==> config.mk <==
export PLATFORM = sky130hd
export DESIGN_NAME = divider_32
export DESIGN_NICKNAME = d
export VERILOG_FILES = /design/src/rtl/div_pkg.sv /design/src/rtl/div_trial_sub.sv /design/src/rtl/divider_32.sv
export SDC_FILE = /design/constraint.sdc
export NUM_CORES = 1
export LEC_CHECK = 0
export BUFFER_PORTS_ARGS = -buffer_cell sky130_fd_sc_hd__clkbuf_2
export CAP_MARGIN = 10
export CORE_MARGIN = 8
export CORE_UTILIZATION = 40
export CTS_CLUSTER_DIAMETER = 200
export DETAILED_ROUTE_END_ITERATION = 8
export PLACE_DENSITY = 0.68
export SYNTH_ARGS = -nofsm -noshare
export SYNTH_HDL_FRONTEND = slang
export SYNTH_HIERARCHICAL = 1
export SYNTH_SLANG_ARGS = --single-unit
==> constraint.sdc <==
create_clock -name clk -period 8 [get_ports clk]
set_clock_uncertainty 0.1 [all_clocks]
set_input_delay 0.8 -clock clk [delete_from_list [all_inputs] [get_ports clk]]
set_output_delay 0.8 -clock clk [all_outputs]
set_load 0.01 [all_outputs]
==> src/rtl/div_pkg.sv <==
// div_pkg: shared divider FSM state encoding and constants
package div_pkg;
  typedef enum logic [1:0] {IDLE, RUN, FIX, DONE} div_state_e;
  localparam int DIV_ITER = 32;
  localparam logic [31:0] DIV_ZERO_Q = 32'hFFFF_FFFF;
endpackage

==> src/rtl/div_trial_sub.sv <==
// div_trial_sub: (W+1)-bit a_i - b_i as chained 4-bit CLA slices (~b, cin=1); ports a_i, b_i in, diff_o difference, neg_o borrow/sign
module div_trial_sub #(
  parameter int W = 32
) (
  input  logic [W:0]   a_i,
  input  logic [W:0]   b_i,
  output logic [W-1:0] diff_o,
  output logic         neg_o
);
  logic [W:0] p;
  logic [W-1:0] g;
  logic cs [0:W/4];
  logic [W-1:0] cb;
  assign p = a_i ^ ~b_i;
  assign g = a_i[W-1:0] & ~b_i[W-1:0];
  assign cs[0] = 1'b1;
  for (genvar k = 0; k < W / 4; k++) begin : g_cla
    localparam int B = 4 * k;
    logic ci;
    assign ci = cs[k];
    assign cb[B] = ci;
    assign cb[B+1] = g[B] | (p[B] & ci);
    assign cb[B+2] = g[B+1] | (p[B+1] & g[B]) | (p[B+1] & p[B] & ci);
    assign cb[B+3] = g[B+2] | (p[B+2] & g[B+1]) | (p[B+2] & p[B+1] & g[B]) | (p[B+2] & p[B+1] & p[B] & ci);
    assign cs[k+1] = g[B+3] | (p[B+3] & g[B+2]) | (p[B+3] & p[B+2] & g[B+1]) | (p[B+3] & p[B+2] & p[B+1] & g[B]) | (p[B+3] & p[B+2] & p[B+1] & p[B] & ci);
  end
  assign diff_o = p[W-1:0] ^ cb;
  assign neg_o = p[W] ^ cs[W/4];
endmodule

==> src/rtl/divider_32.sv <==
// divider_32: multi-cycle restoring signed/unsigned divider; in start/sign/dividend/divisor, out busy/done/quotient/remainder/div_by_zero
module divider_32
  import div_pkg::*;
#(
  parameter int WIDTH = 32
) (
  input  logic             clk,
  input  logic             rst,
  input  logic             start,
  input  logic             sign,
  input  logic [WIDTH-1:0] dividend,
  input  logic [WIDTH-1:0] divisor,
  output logic             busy,
  output logic             done,
  output logic [WIDTH-1:0] quotient,
  output logic [WIDTH-1:0] remainder,
  output logic             div_by_zero
);
  div_state_e state_q, state_d;
  logic [5:0] cnt_q;
  logic [WIDTH-1:0] rem_q, quo_q, dvs_q, dvd_q;
  logic [WIDTH-1:0] quotient_q, remainder_q;
  logic neg_q_q, neg_r_q, dz_q, div_by_zero_q;
  logic busy_q, done_q, busy_d, done_d;
  logic accept, borrow;
  logic [WIDTH-1:0] rem_sh, trial;
  function automatic logic [WIDTH-1:0] mag(input logic [WIDTH-1:0] v, input logic s);
    return (s && v[WIDTH-1]) ? -v : v;
  endfunction
  assign accept = start && (state_q == IDLE || state_q == DONE);
  assign rem_sh = {rem_q[WIDTH-2:0], quo_q[WIDTH-1]};
  div_trial_sub #(.W(WIDTH)) u_sub (
    .a_i   ({1'b0, rem_sh}),
    .b_i   ({1'b0, dvs_q}),
    .diff_o(trial),
    .neg_o (borrow)
  );
  always_ff @(posedge clk or posedge rst) begin
    if (rst) begin
      state_q <= IDLE;
      busy_q  <= 1'b0;
      done_q  <= 1'b0;
    end else begin
      state_q <= state_d;
      busy_q  <= busy_d;
      done_q  <= done_d;
    end
  end
  always_comb begin
    state_d = IDLE;
    unique case (state_q)
      IDLE, DONE: state_d = accept ? (divisor == '0 ? FIX : RUN) : IDLE;
      RUN:        state_d = (cnt_q == 6'(DIV_ITER - 1)) ? FIX : RUN;
      FIX:        state_d = DONE;
      default:    state_d = IDLE;
    endcase
  end
  always_comb begin
    busy_d = state_d == RUN || state_d == FIX;
    done_d = state_d == DONE;
  end
  always_ff @(posedge clk or posedge rst) begin
    if (rst) begin
      cnt_q         <= '0;
      rem_q         <= '0;
      quo_q         <= '0;
      dvs_q         <= '0;
      dvd_q         <= '0;
      neg_q_q       <= 1'b0;
      neg_r_q       <= 1'b0;
      dz_q          <= 1'b0;
      quotient_q    <= '0;
      remainder_q   <= '0;
      div_by_zero_q <= 1'b0;
    end else if (accept) begin
      cnt_q   <= '0;
      rem_q   <= '0;
      quo_q   <= mag(dividend, sign);
      dvs_q   <= mag(divisor, sign);
      dvd_q   <= dividend;
      neg_q_q <= sign & (dividend[WIDTH-1] ^ divisor[WIDTH-1]);
      neg_r_q <= sign & dividend[WIDTH-1];
      dz_q    <= divisor == '0;
    end else if (state_q == RUN) begin
      rem_q <= borrow ? rem_sh : trial;
      quo_q <= {quo_q[WIDTH-2:0], ~borrow};
      cnt_q <= cnt_q + 6'd1;
    end else if (state_q == FIX) begin
      quotient_q    <= dz_q ? DIV_ZERO_Q : (neg_q_q ? -quo_q : quo_q);
      remainder_q   <= dz_q ? dvd_q : (neg_r_q ? -rem_q : rem_q);
      div_by_zero_q <= dz_q;
    end
  end
  assign busy = busy_q;
  assign done = done_q;
  assign quotient = quotient_q;
  assign remainder = remainder_q;
  assign div_by_zero = div_by_zero_q;
endmodule

==> flow_metrics.env <==
export IMPL_final_hold_viol_count=0
export IMPL_drive_gt1_frac=0.142
export IMPL_ys_ff_latch=206
export IMPL_min_period_ns=4.00
export IMPL_place_inst=1946
export IMPL_clk_pin_slew_ns=0.06
export IMPL_numCtsBuffers=25
export IMPL_hold_buffers=0
export IMPL_irDropWorstVdd_v=0.000253
export IMPL_max_freq_mhz=250
export IMPL_vias=11070
export IMPL_setup_worst_path_start_class="flip-flop"
export IMPL_arrival_ns=4.32
export IMPL_critPathRequiredTime_ns=8.32
export IMPL_dr_pass1_iters=7
export IMPL_fin_nets=1681
export IMPL_post_dp_hpwl_um=25700
export IMPL_fp_dieW_um=196
export IMPL_clockRootBuffer="clkbuf_16"
export IMPL_hold_path_class="flip-flop to flip-flop"
export IMPL_gp_congestion=0.871
export IMPL_crit_fanout=33
export IMPL_ys_warn_count=6
export IMPL_area_growth_pct=13.3
export IMPL_grt_busiest_layer="met2"
export IMPL_dieArea_um2=38500
export IMPL_drcViolationCount=0
export IMPL_antenna_left=0
export IMPL_synthArstFlopShare=1.00
export IMPL_initial_core_util=0.403
export IMPL_setup_ws_ns=4.00
export IMPL_syn_area_um2=13000
export IMPL_p_per_area_nw_per_um2=386
export IMPL_met1_usage=0.246
export IMPL_grt_met3_usage=0.0276
export IMPL_grt_pass1_wl_um=56700
export IMPL_slowest_delay_ns=0.49
export IMPL_drtIter0Drc=867
export IMPL_grt_usage=0.179
export IMPL_dp_worst_setup_slack_ns=4.02
export IMPL_wl_um=35300
export IMPL_crit_chain="ha_1 > a21oi_1 > o21ai_0 > a211o_1 > a221oi_2 > o31ai_1 > and4_4 > a2111oi_4 > xnor2_2 > buf_4 > mux2i_1 > a211oi_1"
export IMPL_cp_slowest_cell="buf_4"
export IMPL_first_global_vias=10653
export IMPL_synth_edff_count=0
export IMPL_cts_sinks=206
export IMPL_ios=135
export IMPL_cts_tree="built"
export IMPL_grt_setup_unrepaired="false"
export IMPL_synth_cell_types=67
export IMPL_h_tree_depth=1
export IMPL_cts_resized=0
export IMPL_port_buffers=134
export IMPL_setup_viol=0
export IMPL_end_kind="flip-flop"
export IMPL_regArea_um2=5150
export IMPL_cts_buffer_depth=3
export IMPL_outcome="finished clean"
export IMPL_syn_avg_cell_area_um2=8.74
export IMPL_grt_max_degree=129
export IMPL_worst_pin_slew_ns=1.07
export IMPL_clk_latency_ns=0.52
export IMPL_gr_total_overflow=0
export IMPL_vias_per_cell=5.56
export IMPL_yosysSeqAreaShare=0.397
export IMPL_placementRows=66
export IMPL_finalInstanceArea_um2=14700
export IMPL_post_cts_setup_buffer_count=0
export IMPL_synthFlopType="dfrtp_1"
export IMPL_die_height_um=196
export IMPL_coreArea_um2=32200
export IMPL_wl_per_cell_um=17.7
export IMPL_ff2ff_setup_slack_ns=4.00
export IMPL_p_leak_nw=6.30
export IMPL_slew_violations=0
export IMPL_fin_util=0.457
export IMPL_min_period_over_period=0.500
export IMPL_slew_headroom=0.286
export IMPL_cap_violations=0
export IMPL_path_class="flip-flop to flip-flop"
export IMPL_met2_usage=0.284
export IMPL_multi_input_area_um2=7190
export IMPL_syn_instance_count=1485
export IMPL_place_area_um2=13900
export IMPL_antenna_found_initial=0
export IMPL_finalSetupTns_ns=0
export IMPL_antenna_cells=0
export IMPL_stdcell_count=1991
export IMPL_fill_cells=3136
Yosys cell counts, types with 4 or more instances:
master | number | area, um^2
or2_2 | 6 | 37.5
or3_1 | 16 | 100
a211o_1 | 4 | 35.0
buf_1 | 9 | 33.8
nand2b_1 | 7 | 43.8
nor2_1 | 124 | 465
o31ai_1 | 25 | 188
mux2i_1 | 45 | 450
nand4_1 | 17 | 106
nand3_1 | 15 | 75.1
o22ai_1 | 4 | 25.0
fa_1 | 7 | 140
nand2_1 | 199 | 747
inv_1 | 87 | 327
clkbuf_1 | 79 | 297
nor4_1 | 12 | 75.1
a31oi_1 | 22 | 138
nor3_1 | 26 | 130
a211oi_1 | 57 | 428
o311ai_0 | 10 | 87.6
and2_1 | 4 | 25.0
xor2_1 | 77 | 674
a21o_1 | 8 | 60.1
o21a_1 | 5 | 37.5
dfrtp_1 | 206 | 5150
a41oi_1 | 4 | 35.0
nor2b_1 | 28 | 175
mux2_2 | 7 | 78.8
xnor2_1 | 57 | 499
o21ai_0 | 114 | 571
ha_1 | 41 | 513
o221ai_1 | 4 | 35.0
o41ai_1 | 19 | 166
or4_1 | 11 | 82.6
o41ai_2 | 5 | 81.3
a21oi_1 | 75 | 375
final timing paths:
kind / end / cells after the start / start
worst max-delay path: rem_q[5]$_DFFE_PP0P_ / 12 / rem_q[6]$_DFFE_PP0P_
worst min-delay path: dvd_q[21]$_DFFE_PP0N_ / 2 / dvd_q[21]$_DFFE_PP0N_
worst max register to register: rem_q[5]$_DFFE_PP0P_ / 12 / rem_q[6]$_DFFE_PP0P_
worst min register to register: dvd_q[21]$_DFFE_PP0N_ / 2 / dvd_q[21]$_DFFE_PP0N_
max in group asynchronous: busy$_DFF_PP0_ / 3 / rst
min in group asynchronous: quotient[11]$_DFFE_PP0P_ / 2 / rst
final cells by class:
| cell class | instances | share of cell area |
|---|---|---|
| timing repair buffer | 143 | 0.0502 |
| multi-input combinational | 1102 | 0.489 |
| tap | 408 | 0.0347 |
| inverter | 87 | 0.0227 |
| clock buffer | 41 | 0.0514 |
| sequential | 206 | 0.350 |
| clock inverter | 4 | 0.00196 |
kinds of logic (layout without fill, tap and decap cells):
logic type / count (synthesis) / after routing / synth area share
adders and majority gates: 48 / 48 / 0.0503
DFF: 206 / 206 / 0.397
AOI/OAI and AO/OA: 375 / 375 / 0.190
buffers and inverters: 178 / 275 / 0.0527
other: 1 / 2 / 0.000289
xor gates and xnor gates: 134 / 134 / 0.0904
muxes: 52 / 52 / 0.0408
and+or+nand+nor: 491 / 491 / 0.178
layer usage:
metal  part of all wire  vias to the layer above
met4              0.031                        0
met5                  0                        -
met2               0.45                      351
met3              0.057                       64
met1               0.46                     5278
li1                   -                     5377
where the power goes:
part           internal [W]  switching, W
Combinational       0.00121       0.00158
Sequential          0.00138      0.000422
Clock              0.000641      0.000434
placed cells by master, fill, tap and decap left out, types with 9 or more instances in the layout:
cell type,count
a211oi_1,57
a21oi_1,75
a31oi_1,22
buf_4,9
clkbuf_1,9
clkbuf_16,25
clkbuf_2,134
dfrtp_1,206
ha_1,39
inv_1,86
mux2i_1,45
nand2_1,198
nand3_1,15
nand4_1,17
nor2_1,124
nor2b_1,27
nor3_1,26
nor4_1,12
o21ai_0,114
o311ai_0,10
o31ai_1,25
o41ai_1,19
or3_1,16
or4_1,11
xnor2_1,56
xor2_1,77
worst max-delay path, delay by kind of cell (launching register included):
kind                       cells  cell delay [ns]
and+or+nand+nor                1             0.23
adders and majority gates      1             0.40
xor gates and xnor gates       1             0.15
muxes                          1             0.15
AOI/OAI and AO/OA              7             1.91
DFF                            1             0.43
buffers and inverters          1             0.49
state kept, by name, summed over array words and instances (netlist names):
signal	cells
remainder	32
dz_q	1
dvd_q	32
dvs_q	32
quotient	32
state_q	2
neg_r_q	1
div_by_zero	1
done	1
quo_q	32
neg_q_q	1
rem_q	32
cnt_q	6
busy	1
metrics by stage:
step,hold slack [ns],power (W)
6_report,0.373,0.00568
5_1_grt,0.389,0.00613
4_1_cts,0.376,0.00570
3_5_place_dp,0.362,0.00459
3_3_place_gp,0.355,0.00449
2_1_floorplan,0.340,0.00394
Note: power is estimated with default switching activity, not from simulation.
